## src/rtl/pulse_seq_ctrl.sv

```systemverilog
// Pulse sequencer: shifts a captured 16-bit pattern out MSB-first, rotating it
// rnd_q+1 times, with abort (stop) and a one-cycle completion strobe.
module pulse_seq_ctrl (
  input  logic        CLK,
  input  logic        CLR,
  input  logic        start,
  input  logic        stop,
  input  logic [15:0] pattern,
  input  logic [3:0]  rounds,
  output logic        pulse_out,
  output logic        busy,
  output logic        done,
  output logic        aborted,
  output logic [3:0]  bit_idx,
  output logic [3:0]  round_cnt
);

  typedef enum logic [1:0] {IDLE, LOAD, RUN, DONE} state_t;

  // state_q is the hook for bound checkers and waveform debug.
  state_t      state_q, state_d;
  logic [15:0] sreg_q, sreg_d;
  logic [15:0] pat_q, pat_d;
  logic [3:0]  rnd_q, rnd_d;
  logic [3:0]  bit_idx_q, bit_idx_d;
  logic [3:0]  round_cnt_q, round_cnt_d;
  logic        aborted_q, aborted_d;
  logic        busy_q, done_q;

  always_comb begin
    state_d     = state_q;
    sreg_d      = sreg_q;
    pat_d       = pat_q;
    rnd_d       = rnd_q;
    bit_idx_d   = bit_idx_q;
    round_cnt_d = round_cnt_q;
    aborted_d   = aborted_q;
    case (state_q)
      IDLE: begin
        if (start) begin
          pat_d     = pattern;
          rnd_d     = rounds;
          aborted_d = 1'b0;
          state_d   = LOAD;
        end
      end
      LOAD: begin
        if (stop) begin
          aborted_d = 1'b1;
          state_d   = DONE;
        end else begin
          sreg_d      = pat_q;
          bit_idx_d   = 4'd0;
          round_cnt_d = 4'd0;
          state_d     = RUN;
        end
      end
      RUN: begin
        // stop freezes everything, including on the final cycle.
        if (stop) begin
          aborted_d = 1'b1;
          state_d   = DONE;
        end else begin
          sreg_d    = {sreg_q[14:0], sreg_q[15]};
          bit_idx_d = bit_idx_q + 4'd1;
          if (bit_idx_q == 4'hF) begin
            if (round_cnt_q == rnd_q) begin
              state_d = DONE;
            end else begin
              round_cnt_d = round_cnt_q + 4'd1;
            end
          end
        end
      end
      DONE: begin
        state_d = IDLE;
      end
      default: begin
        state_d = IDLE;
      end
    endcase
  end

  always_ff @(posedge CLK or posedge CLR) begin
    if (CLR) begin
      state_q     <= IDLE;
      sreg_q      <= 16'd0;
      pat_q       <= 16'd0;
      rnd_q       <= 4'd0;
      bit_idx_q   <= 4'd0;
      round_cnt_q <= 4'd0;
      aborted_q   <= 1'b0;
      busy_q      <= 1'b0;
      done_q      <= 1'b0;
    end else begin
      state_q     <= state_d;
      sreg_q      <= sreg_d;
      pat_q       <= pat_d;
      rnd_q       <= rnd_d;
      bit_idx_q   <= bit_idx_d;
      round_cnt_q <= round_cnt_d;
      aborted_q   <= aborted_d;
      busy_q      <= (state_d != IDLE);
      done_q      <= (state_d == DONE);
    end
  end

  assign pulse_out = (state_q == RUN) & sreg_q[15];
  assign busy      = busy_q;
  assign done      = done_q;
  assign aborted   = aborted_q;
  assign bit_idx   = bit_idx_q;
  assign round_cnt = round_cnt_q;

endmodule

```

## config.mk

```make
export PLATFORM = sky130hd
export DESIGN_NAME = pulse_seq_ctrl
export DESIGN_NICKNAME = d
export VERILOG_FILES = /design/src/rtl/pulse_seq_ctrl.sv
export SDC_FILE = /design/constraint.sdc
export NUM_CORES = 1
export LEC_CHECK = 0
export CORE_MARGIN = 4
export CORE_UTILIZATION = 57
export DETAILED_ROUTE_END_ITERATION = 8
export PLACE_DENSITY = 0.84
export SLEW_MARGIN = 15
export SYNTH_ARGS = -nofsm -noshare
export SYNTH_HDL_FRONTEND = slang
export SYNTH_SLANG_ARGS = --single-unit
```

## constraint.sdc

```tcl
create_clock -name CLK -period 2.7 [get_ports CLK]
set_clock_uncertainty 0.2 [all_clocks]
set_input_delay 0.27 -clock CLK [delete_from_list [all_inputs] [get_ports CLK]]
set_output_delay 0.27 -clock CLK [all_outputs]
set_load 0.05 [all_outputs]
```

==> results of run 1 <==
[state kept, by name, summed over array words and instances, names as in the netlist]
register	flops
sreg_q	16
rnd_q	4
aborted	1
pat_q	16
bit_idx	4
busy	1
done	1
state_q	2
round_cnt	4
[cell usage after synthesis (2+ instances only)]
library cell  number  share of area
a21o_1             2         0.0063
a21oi_1            8          0.017
a22o_1             3          0.011
a31oi_1            2         0.0053
buf_2              3         0.0063
buf_4              2         0.0063
buf_6              3          0.014
dfrtp_1           49           0.52
ha_1               7          0.037
inv_1              9          0.014
mux2_2            21           0.10
mux2i_1           16          0.067
nand2_1           20          0.032
nand3_1            4         0.0084
nand4_1            2         0.0053
nor2_1             6         0.0095
nor2b_1            2         0.0053
o21ai_0           17          0.036
xnor2_2            4          0.027
[stage by stage]
stage / cell area (um^2) / hold WS [ns] / instances
floorplan: 2376 / 0.2206 / 199
global placement: 2761 / 0.2652 / 279
detailed placement: 2761 / 0.2744 / 279
CTS: 2873 / 0.2623 / 287
global route: 2873 / 0.3160 / 287
finish: 2873 / 0.2332 / 287
[power breakdown]
group          switching [mW]  internal, mW  leakage (nW)
Sequential              0.211          1.06         0.606
Combinational           0.702         0.609         0.616
Clock                   0.236         0.278        0.0554
[layer usage]
layer / vias up / track usage / wire length (um)
met3: 7 / 0.03740 / 171
met1: 729 / 0.2192 / 1873
met2: 29 / 0.2966 / 2029
li1: 766 / - / -
met5: - / 0 / 0
met4: 0 / 0.06148 / 63
[final cells by class]
class                   count  area (um^2)  share of cell area
clock inverters             2        38.79             0.01350
repair buffers             40        397.9              0.1385
clock buffers               6        72.57             0.02526
well taps                  50        62.56             0.02178
multi-input cells         131         1041              0.3624
flip-flops and latches     49         1226              0.4268
inverters                   9        33.78             0.01176
[cells by family (layout without fill, tap and decap cells)]
kind of cell	Yosys count	in the layout	share of synthesized area
flip-flops	49	49	0.5161
AND/OR/NAND/NOR	43	43	0.09690
AO/OA/AOI/OAI	40	40	0.1101
multiplexers	37	37	0.1669
buffers and inverters	19	57	0.04581
adder cells (fa/ha/maj)	7	7	0.03686
XOR/XNOR	4	4	0.02738
[worst max-delay path by stage]
stage,to,start,slack (ns),cells after the start
after floorplan,pulse_out,state_q[0],0.77,5
after global placement,round_cnt[2],state_q[0],0.55,6
after detailed placement,round_cnt[2],state_q[0],0.47,6
after CTS,pulse_out,state_q[0],0.36,5
after global routing,pulse_out,state_q[0],0.28,5
final,pulse_out,state_q[0],0.37,5
[worst max-delay path: stages, from the launching register on]
cell and delay, ns:
dfrtp_1 0.43, inv_1 0.12, ha_1 0.22, buf_4 0.37
and2_1 0.25, buf_12 0.15
==> metrics.md, run 1 <==
| Metric | Value |
|---|---|
| Largest net degree at the start of global routing | `41` |
| Routed wire length | `4.138 mm` |
| Top-level port count | `36` |
| Die Area | `5266 um^2` |
| Hold-fix buffers at CTS | `0` |
| Worst VDD drop | `561.9 uV` |
| Initial DRC Count | `92` |
| Place WS | `0.4717 ns` |
| Final Power | `3.099 mW` |
| Max cap viols | `0` |
| Synth Instances | `199` |
| WS Path Type | `reg -> out` |
| Post-CTS Resized | `0` |
| Postcts setup bufs | `0` |
| Reg2Reg Depth | `6` |
| Total gr overflow | `0` |
| Netlist Area Pre-Place | `2376 um^2` |
| CTS tree | `built` |
| First-pass GRT wire length | `7.038 mm` |
| Fin Setup TNS | `0 ns` |
| DRC violations left | `0` |
| Layout cells sized above 1 | `0.1983` |
| Lkg Pwr | `1.277 nW` |
| Prevailing post-synth register cell | `dfrtp_1` |
| # fillers | `305` |
| Gr usage total | `0.1743` |
| Dpl hpwl | `2.939 mm` |
| Routed len/inst | `14.42 um` |
| PnR worst setup slack | `0.3727 ns` |
| Antenna violations before repair | `0` |
| Core Region | `4029 um^2` |
| P&R area growth vs syn | `20.91%` |
| Maximum root-to-sink buffer count | `2` |
| R2r startpoint | `state_q[0]` |
| Die height | `72.57 um` |
| DRT Pass-1 Iters | `4` |
| Yosys cell types | `38` |
| Final setup violation count | `0` |
| YS warnings | `0` |
| CP arrival | `1.86 ns` |
| Most frequent cells in the layout | `dfrtp_1 (49), clkdlybuf4s50_1 (34), mux2_2 (21)` |
| Synth async-reset ratio | `1.000` |
| Clock root buffer | `clkbuf_8` |
| Seq/Total Area, Yosys | `0.5161` |
| Commonest non-fill, non-tap cell in the layout | `dfrtp_1` |
| Worst EP required | `2.23 ns` |
| Syn_nets | `230` |
| Gp weighted congestion | `0.7742` |
| Min Clock Period, post-route | `2.327 ns` |
| H-Tree Depth | `2` |
| Post-synth EDFFs | `0` |
| Layout Nets | `267` |
| Later-pin clock latency in the skew report | `0.30 ns` |
| # rows | `23` |
| Drt via density | `5.334` |
| Antenna Nets Post-Route | `0` |
| IO Port Bufs | `35` |
| Power per cell area | `1079 nW/um^2` |
| R2R Path End | `round_cnt[2]` |
| Crit path launch type | `flip-flop` |
| Tightest Hold Check Type | `in -> async` |
| Sink Count | `49` |
| Avg Cell Area, Syn | `11.94 um^2` |
| F_max | `429.7 MHz` |
| Final hold viol count | `0` |
| Status | `complete, no violations` |
| Number of diodes | `0` |
| Crit Path Max Fanout | `27` |
| RSZ-0062 raised after global routing | `false` |
| Worst-path clk slew | `0.09 ns` |
| Max-slew headroom | `0.4614` |
| Die W | `72.57 um` |
| Critical Path Sink Type | `primary output` |
| R2r setup slk | `0.49 ns` |
| Vias | `1531` |
| Final core utilization | `0.7130` |
| Vias in the first global route | `1530` |
| Least-Margin Pin Slew | `0.8058 ns` |
| Synth Register Bits | `49` |
| Pins Over Slew Limit | `0` |
| Initial Util | `0.5898` |
| Period utilisation layout | `0.8620` |
| CTS buffer count | `5` |
No activity file was read; power rests on OpenSTA's default activity.
==> run 2: changes to the inputs <==
- CORE_MARGIN: 4 -> 2
- CTS_CLUSTER_SIZE: default -> 30
==> run 2 against run 1 <==
Compared with the run above:
- non-clock buffer count decreased by 1
- worst hold slack got worse by 0.16 ns
- core utilization rose by 0.76 points
- critical path type unchanged
==> metrics.md, run 2 (synthesis results as in run 1) <==
| Metric | Value |
|---|---|
| Post-CTS Resized | `0 (unchanged)` |
| Crit path launch type | `flip-flop` |
| DRT Pass-1 Iters | `4 (unchanged)` |
| WS Path Type | `reg -> out` |
| Largest net degree at the start of global routing | `40 (-2.4%)` |
| Levels on crit path | `5 (unchanged)` |
| Tightest Hold Check Type | `in -> async` |
| Routed wire length | `4.100 mm (-0.92%)` |
| Crit path launch | `state_q[0]` |
| Gp weighted congestion | `0.7779 (+0.48%)` |
| Least-Margin Pin Slew | `0.8157 ns (+0.009910 ns)` |
| Post-route insts no fill | `286 (-0.35%)` |
| R2r startpoint | `state_q[0]` |
| Min Clock Period, post-route | `2.310 ns (-0.01722 ns)` |
| H-Tree Depth | `2 (unchanged)` |
| Die Area | `4701 um^2 (-11%)` |
| Reg2Reg Depth | `6 (unchanged)` |
| Max stage delay cell, worst path | `dfrtp_1` |
| Clock root buffer | `clkbuf_8` |
| Period utilisation layout | `0.8556 (-0.006377)` |
| R2r setup slk | `0.46 ns (-0.03 ns)` |
| Most frequent cells in the layout | `dfrtp_1 (49), clkdlybuf4s50_1 (34), mux2_2 (21)` |
| Layout cells sized above 1 | `0.1992 (+0.0008403)` |
| P&R area growth vs syn | `21.33%` |
| Drt via density | `5.608 (+5.1%)` |
| Total gr overflow | `0 (unchanged)` |
| Die W | `68.57 um (-5.5%)` |
| Fin Setup TNS | `0 ns (unchanged)` |
| F_max | `432.9 MHz (+0.75%)` |
| Die height | `68.57 um (-5.5%)` |
| Later-pin clock latency in the skew report | `0.31 ns (about the same)` |
| Placed insts | `278 (-0.36%)` |
| Crit Path Max Fanout | `27 (unchanged)` |
| Worst-path clk slew | `0.09 ns (about the same)` |
| Gr usage total | `0.2070 (+0.03272)` |
| CTS tree | `built` |
| Worst Path Buf+Inv | `3 (unchanged)` |
| Worst EP required | `2.23 ns (about the same)` |
| # rows | `23 (unchanged)` |
| Final Power | `3.145 mW (+1.5%)` |
| Sink Count | `49 (unchanged)` |
| Postcts setup bufs | `0 (unchanged)` |
| Status | `complete, no violations` |
| Lkg Pwr | `1.282 nW (+0.38%)` |
| Core Region | `4000 um^2 (-0.71%)` |
| # fillers | `301 (-1.3%)` |
| Pins Over Slew Limit | `0 (unchanged)` |
| Number of diodes | `0 (unchanged)` |
| Commonest non-fill, non-tap cell in the layout | `dfrtp_1` |
| Critical Path Max Stage Delay | `0.44 ns (about the same)` |
| R2R Path End | `round_cnt[2]` |
| Place WS | `0.4696 ns (-0.002099 ns)` |
| Antenna Nets Post-Route | `0 (unchanged)` |
| Initial Util | `0.5940 (+0.004243)` |
| Layout Nets | `266 (-0.37%)` |
| First-pass GRT wire length | `7.086 mm (+0.68%)` |
| Worst VDD drop | `612.0 uV (+8.9%)` |
| Initial DRC Count | `208 (+130%)` |
| Crit path max-delay family | `buffers and inverters` |
| PnR worst setup slack | `0.3899 ns (+0.01722 ns)` |
| CP cell instances | `inv_1, ha_1, buf_4, and2_1, buf_12` |
| Hold-fix buffers at CTS | `0 (unchanged)` |
| End of the critical path | `pulse_out` |
| Antenna violations before repair | `0 (unchanged)` |
| RSZ-0062 raised after global routing | `false` |
| Top-level port count | `36 (unchanged)` |
| Vias in the first global route | `1511 (-1.2%)` |
| Critical Path Sink Type | `primary output` |
| CTS buffer count | `5 (unchanged)` |
| FF+latch area | `1226 um^2 (unchanged)` |
| Max cap viols | `0 (unchanged)` |
| IO Port Bufs | `35 (unchanged)` |
| CP arrival | `1.84 ns (-0.02 ns)` |
| Dpl hpwl | `3.019 mm (+2.7%)` |
| Maximum root-to-sink buffer count | `2 (unchanged)` |
| Vias | `1604 (+4.8%)` |
| Final hold viol count | `0 (unchanged)` |
| Regs by FF count | `pat_q: 16 flops, sreg_q: 16 flops` |
| DRC violations left | `0 (unchanged)` |
| Final setup violation count | `0 (unchanged)` |
| Max-slew headroom | `0.4548 (-0.006624)` |
| Footprint of the multi-input gates | `1041 um^2 (unchanged)` |
| Power per cell area | `1091 nW/um^2 (+1.1%)` |
| Routed len/inst | `14.34 um (-0.57%)` |
-- run 2: changes by cell type in the layout (fill, tap and decap cells not counted), sizes merged --
| cell | previous run | this run |
|---|---|---|
| inv | 9 | 11 |
| buf | 6 | 5 |
| clkbuf | 6 | 5 |
| clkinv | 1 | 0 |
-- run 2: where the power goes --
| group | internal (mW) | switching [mW] | total [mW] |
|---|---|---|---|
| clock network | 0.283 | 0.256 | 0.539 |
| logic | 0.620 | 0.719 | 1.34 |
| registers | 1.06 | 0.205 | 1.27 |
-- run 2: per-stage QoR --
step | hold WS (ns) | util | cell area, um^2
floorplan | 0.2206 | - | 2376
global placement | 0.2632 | 0.6916 | 2766
detailed placement | 0.2746 | 0.6916 | 2766
CTS | 0.07829 | 0.7207 | 2883
global route | 0.1050 | 0.7207 | 2883
finish | 0.07104 | 0.7207 | 2883
-- run 2: per-layer routing --
layer | vias to the layer above | GRT usage | part of all wire
met1 | 790 | 0.2868 | 0.45
met2 | 40 | 0.3245 | 0.50
met5 | - | 0 | 0
met3 | 4 | 0.04545 | 0.044
li1 | 770 | - | -
met4 | 0 | 0.07000 | 0.0098
-- run 2: worst min path at each step --
stage          startpoint         end  slack (ns)  depth (start not counted)
2_1_floorplan  pattern[0]    pat_q[0]        0.22                          1
3_3_place_gp   sreg_q[12]  sreg_q[12]        0.26                          2
3_5_place_dp   sreg_q[12]  sreg_q[12]        0.27                          2
4_1_cts               CLR   sreg_q[6]        0.08                          2
5_1_grt               CLR   sreg_q[6]        0.11                          2
6_report              CLR   sreg_q[2]        0.07                          2
-- run 2: cell type report --
cell class              instances  area share
well taps                      50     0.02170
multi-input cells             131      0.3611
flip-flops and latches         49      0.4253
inverters                       9     0.01172
repair buffers                 39      0.1398
clock buffers                   5     0.02387
clock inverters                 3     0.01649
==> variant, RTL diff (config.mk and constraints of run 2) <==
Register the output `bit_idx` once more, cleared by the reset; this adds one clock of latency there. The other outputs are not delayed to match.
--- a/src/rtl/pulse_seq_ctrl.sv
+++ b/src/rtl/pulse_seq_ctrl.sv
@@ -109,7 +109,13 @@
   assign busy      = busy_q;
   assign done      = done_q;
   assign aborted   = aborted_q;
-  assign bit_idx   = bit_idx_q;
+  always_ff @(posedge CLK or posedge CLR) begin
+    if (CLR) begin
+      bit_idx <= '0;
+    end else begin
+      bit_idx <= bit_idx_q;
+    end
+  end
   assign round_cnt = round_cnt_q;
 
 endmodule
Check against the original RTL: not equivalent (a bounded check fails within 4 cycles, from zero or initial values).
==> variant against run 2 <==
- synthesized cell count down 0.50%
- synthesized area down 0.37%
- register-to-register slack better by 0.07 ns
- power down 11%
- setup slack worse by 0.12 ns
- design area down 0.65%
- wire length down 1.8%
- maximum frequency down 4.9%
- sequential cell count up 4
- critical endpoint unchanged
==> variant: results (changes against run 2) <==
- Outcome: complete, no violations (unchanged)
- 1st-iter DRT viols: 119 (was 208)
- All-Layer GR Usage: 20.3% (was 20.7%)
- DPL Wire Length: 2780 um (was 3020 um)
- R2R Path End: round_cnt[3]$_DFFE_PP0P_ (was round_cnt[2]$_DFFE_PP0P_)
- Seq/Total Area, Yosys: 56.0% (was 51.6%)
- Clk_buf instances: 7 (was 5)
- TAP cells: 50 (unchanged)
- Slew Viols, Final: 0 (unchanged)
- Comb_multi_in: 128 (was 131)
- CP max FO: 22 (was 27)
- Clock Tree Buf Depth: 2 (unchanged)
- Top FF cell, synth: dfrtp_1 (unchanged)
- Nets: 265 (was 266)
- Buffer share of cell area: 14.1% (was 14.0%)
- Fin cells: 284 (was 286)
- GR Util met2: 31.5% (was 32.5%)
- R2R setup slack: 0.53 ns (was 0.46 ns)
- Setup bufs post-CTS: 0 (unchanged)
- Maximum VDD drop: 0.507 mV (was 0.612 mV)
- Setup crit start: state_q[0]$_DFF_PP0_ (unchanged)
- Crit path arrival time: 1.96 ns (was 1.84 ns)
- Filler cells: 283 (was 301)
- Area of the multi-input gates: 960 sq um (was 1040 sq um)
- Clock edge transition at the registers on the reported setup and hold paths: 0.09 ns (about the same)
- M3 GR Usage: 4.44% (was 4.55%)
- First-pass GRT wire length: 6920 um (was 7090 um)
- Clk tree area frac: 3.01% (was 4.04%)
- Htree depth: 2 (unchanged)
- Met1 GRT Util: 27.2% (was 28.7%)
- Post-synthesis cell type count: 30 (was 38)
- Vias in the first global route: 1476 (was 1511)
- Layout cells sized above 1: 15.8% (was 19.9%)
- Leakage power: 0.00128 uW (about the same)
- Post-Syn Nets: 229 (was 230)
- Seq area share: 46.3% (was 42.5%)
- Post-CTS sizing: 0 (unchanged)
- Synth cell count leaders: 53 x dfrtp_1, 22 x mux2_2, 21 x nand2_1 (was 49 x dfrtp_1, 21 x mux2_2, 20 x nand2_1)
- Critical Path Max Stage Delay: 0.42 ns (was 0.44 ns)
- Syn Inst Count: 198 (was 199)
- Clk root buf: clkbuf_8 (unchanged)
- Top cells by area, synth: dfrtp_1 56%, mux2_2 10%, mux2i_1 7.2% (was dfrtp_1 52%, mux2_2 10%, mux2i_1 6.7%)
- Total Wirelength: 4030 um (was 4100 um)
- Crit path max-delay cell type: dfrtp_1 (unchanged)
- Placed cell area: 2780 sq um (was 2770 sq um)
- Vias per cell: 5.46 (was 5.61)
- # port buffers: 35 (unchanged)
- Ant. Diodes: 0 (unchanged)
- GPL Wtd Cong: 0.868 (was 0.778)
- Top flop regs: pat_q: 16 flops, sreg_q: 16 flops (unchanged)
- Clock sinks: 53 (was 49)
- Clock latency on the worst-skew pair: 0.30 ns
- Pre-Repair DR Iteration Count: 4 (unchanged)
- Inverters: 7 (was 9)
- Rel. slew slack: 49.6% (was 45.5%)
- Reg2reg start: state_q[1]$_DFF_PP0_ (was state_q[0]$_DFF_PP0_)
- Largest net degree at the start of global routing: 31 (was 40)
variant: metrics by stage:
step	setup slack [ns]	power, uW	utilization [%]
3_3_place_gp	0.464	2330	69.4
6_report	0.271	2810	71.6
2_1_floorplan	0.602	2100	-
4_1_cts	0.266	2830	71.6
5_1_grt	0.176	3030	71.6
3_5_place_dp	0.421	2390	69.4
variant: critical path: cells and delay by family (launching register included):
kind	cells	cell delay [ns]
DFF	1	0.42
buffers and inverters	3	0.65
and+or+nand+nor	1	0.26
adders and majority gates	1	0.32
variant: worst min path at each step:
| stage | startpoint | depth (start not counted) | to | slack, ns |
|---|---|---|---|---|
| global route | CLR | 2 | sreg_q[12]$_DFFE_PP0P_ | 0.23 |
| CTS | CLR | 2 | sreg_q[12]$_DFFE_PP0P_ | 0.19 |
| floorplan | bit_idx_q[1]$_DFFE_PP0P_ | 0 | bit_idx[1]$_DFF_PP0_ | 0.20 |
| global placement | bit_idx_q[1]$_DFFE_PP0P_ | 0 | bit_idx[1]$_DFF_PP0_ | 0.22 |
| finish | CLR | 2 | pat_q[13]$_DFFE_PP0P_ | 0.17 |
| detailed placement | bit_idx_q[1]$_DFFE_PP0P_ | 0 | bit_idx[1]$_DFF_PP0_ | 0.22 |
variant: where the power goes:
part / internal (uW) / leakage, uW / switching (uW)
logic: 493 / 0.000576 / 573
clock network: 204 / 0.0000443 / 234
registers: 1120 / 0.000664 / 183
variant: cell families after synthesis:
logic type | Yosys count | share of synthesized area, %
and+or+nand+nor | 42 | 8.40
adders and majority gates | 7 | 3.70
xor gates and xnor gates | 4 | 1.48
DFF | 53 | 56.0
muxes | 39 | 17.7
buffers and inverters | 17 | 3.44
AOI/OAI and AO/OA | 36 | 9.30
variant: layer usage:
layer,share of wire [%],routed length [um]
met5,0,0
met2,48,1920
met1,46,1850
met4,1.8,72
met3,4.4,176
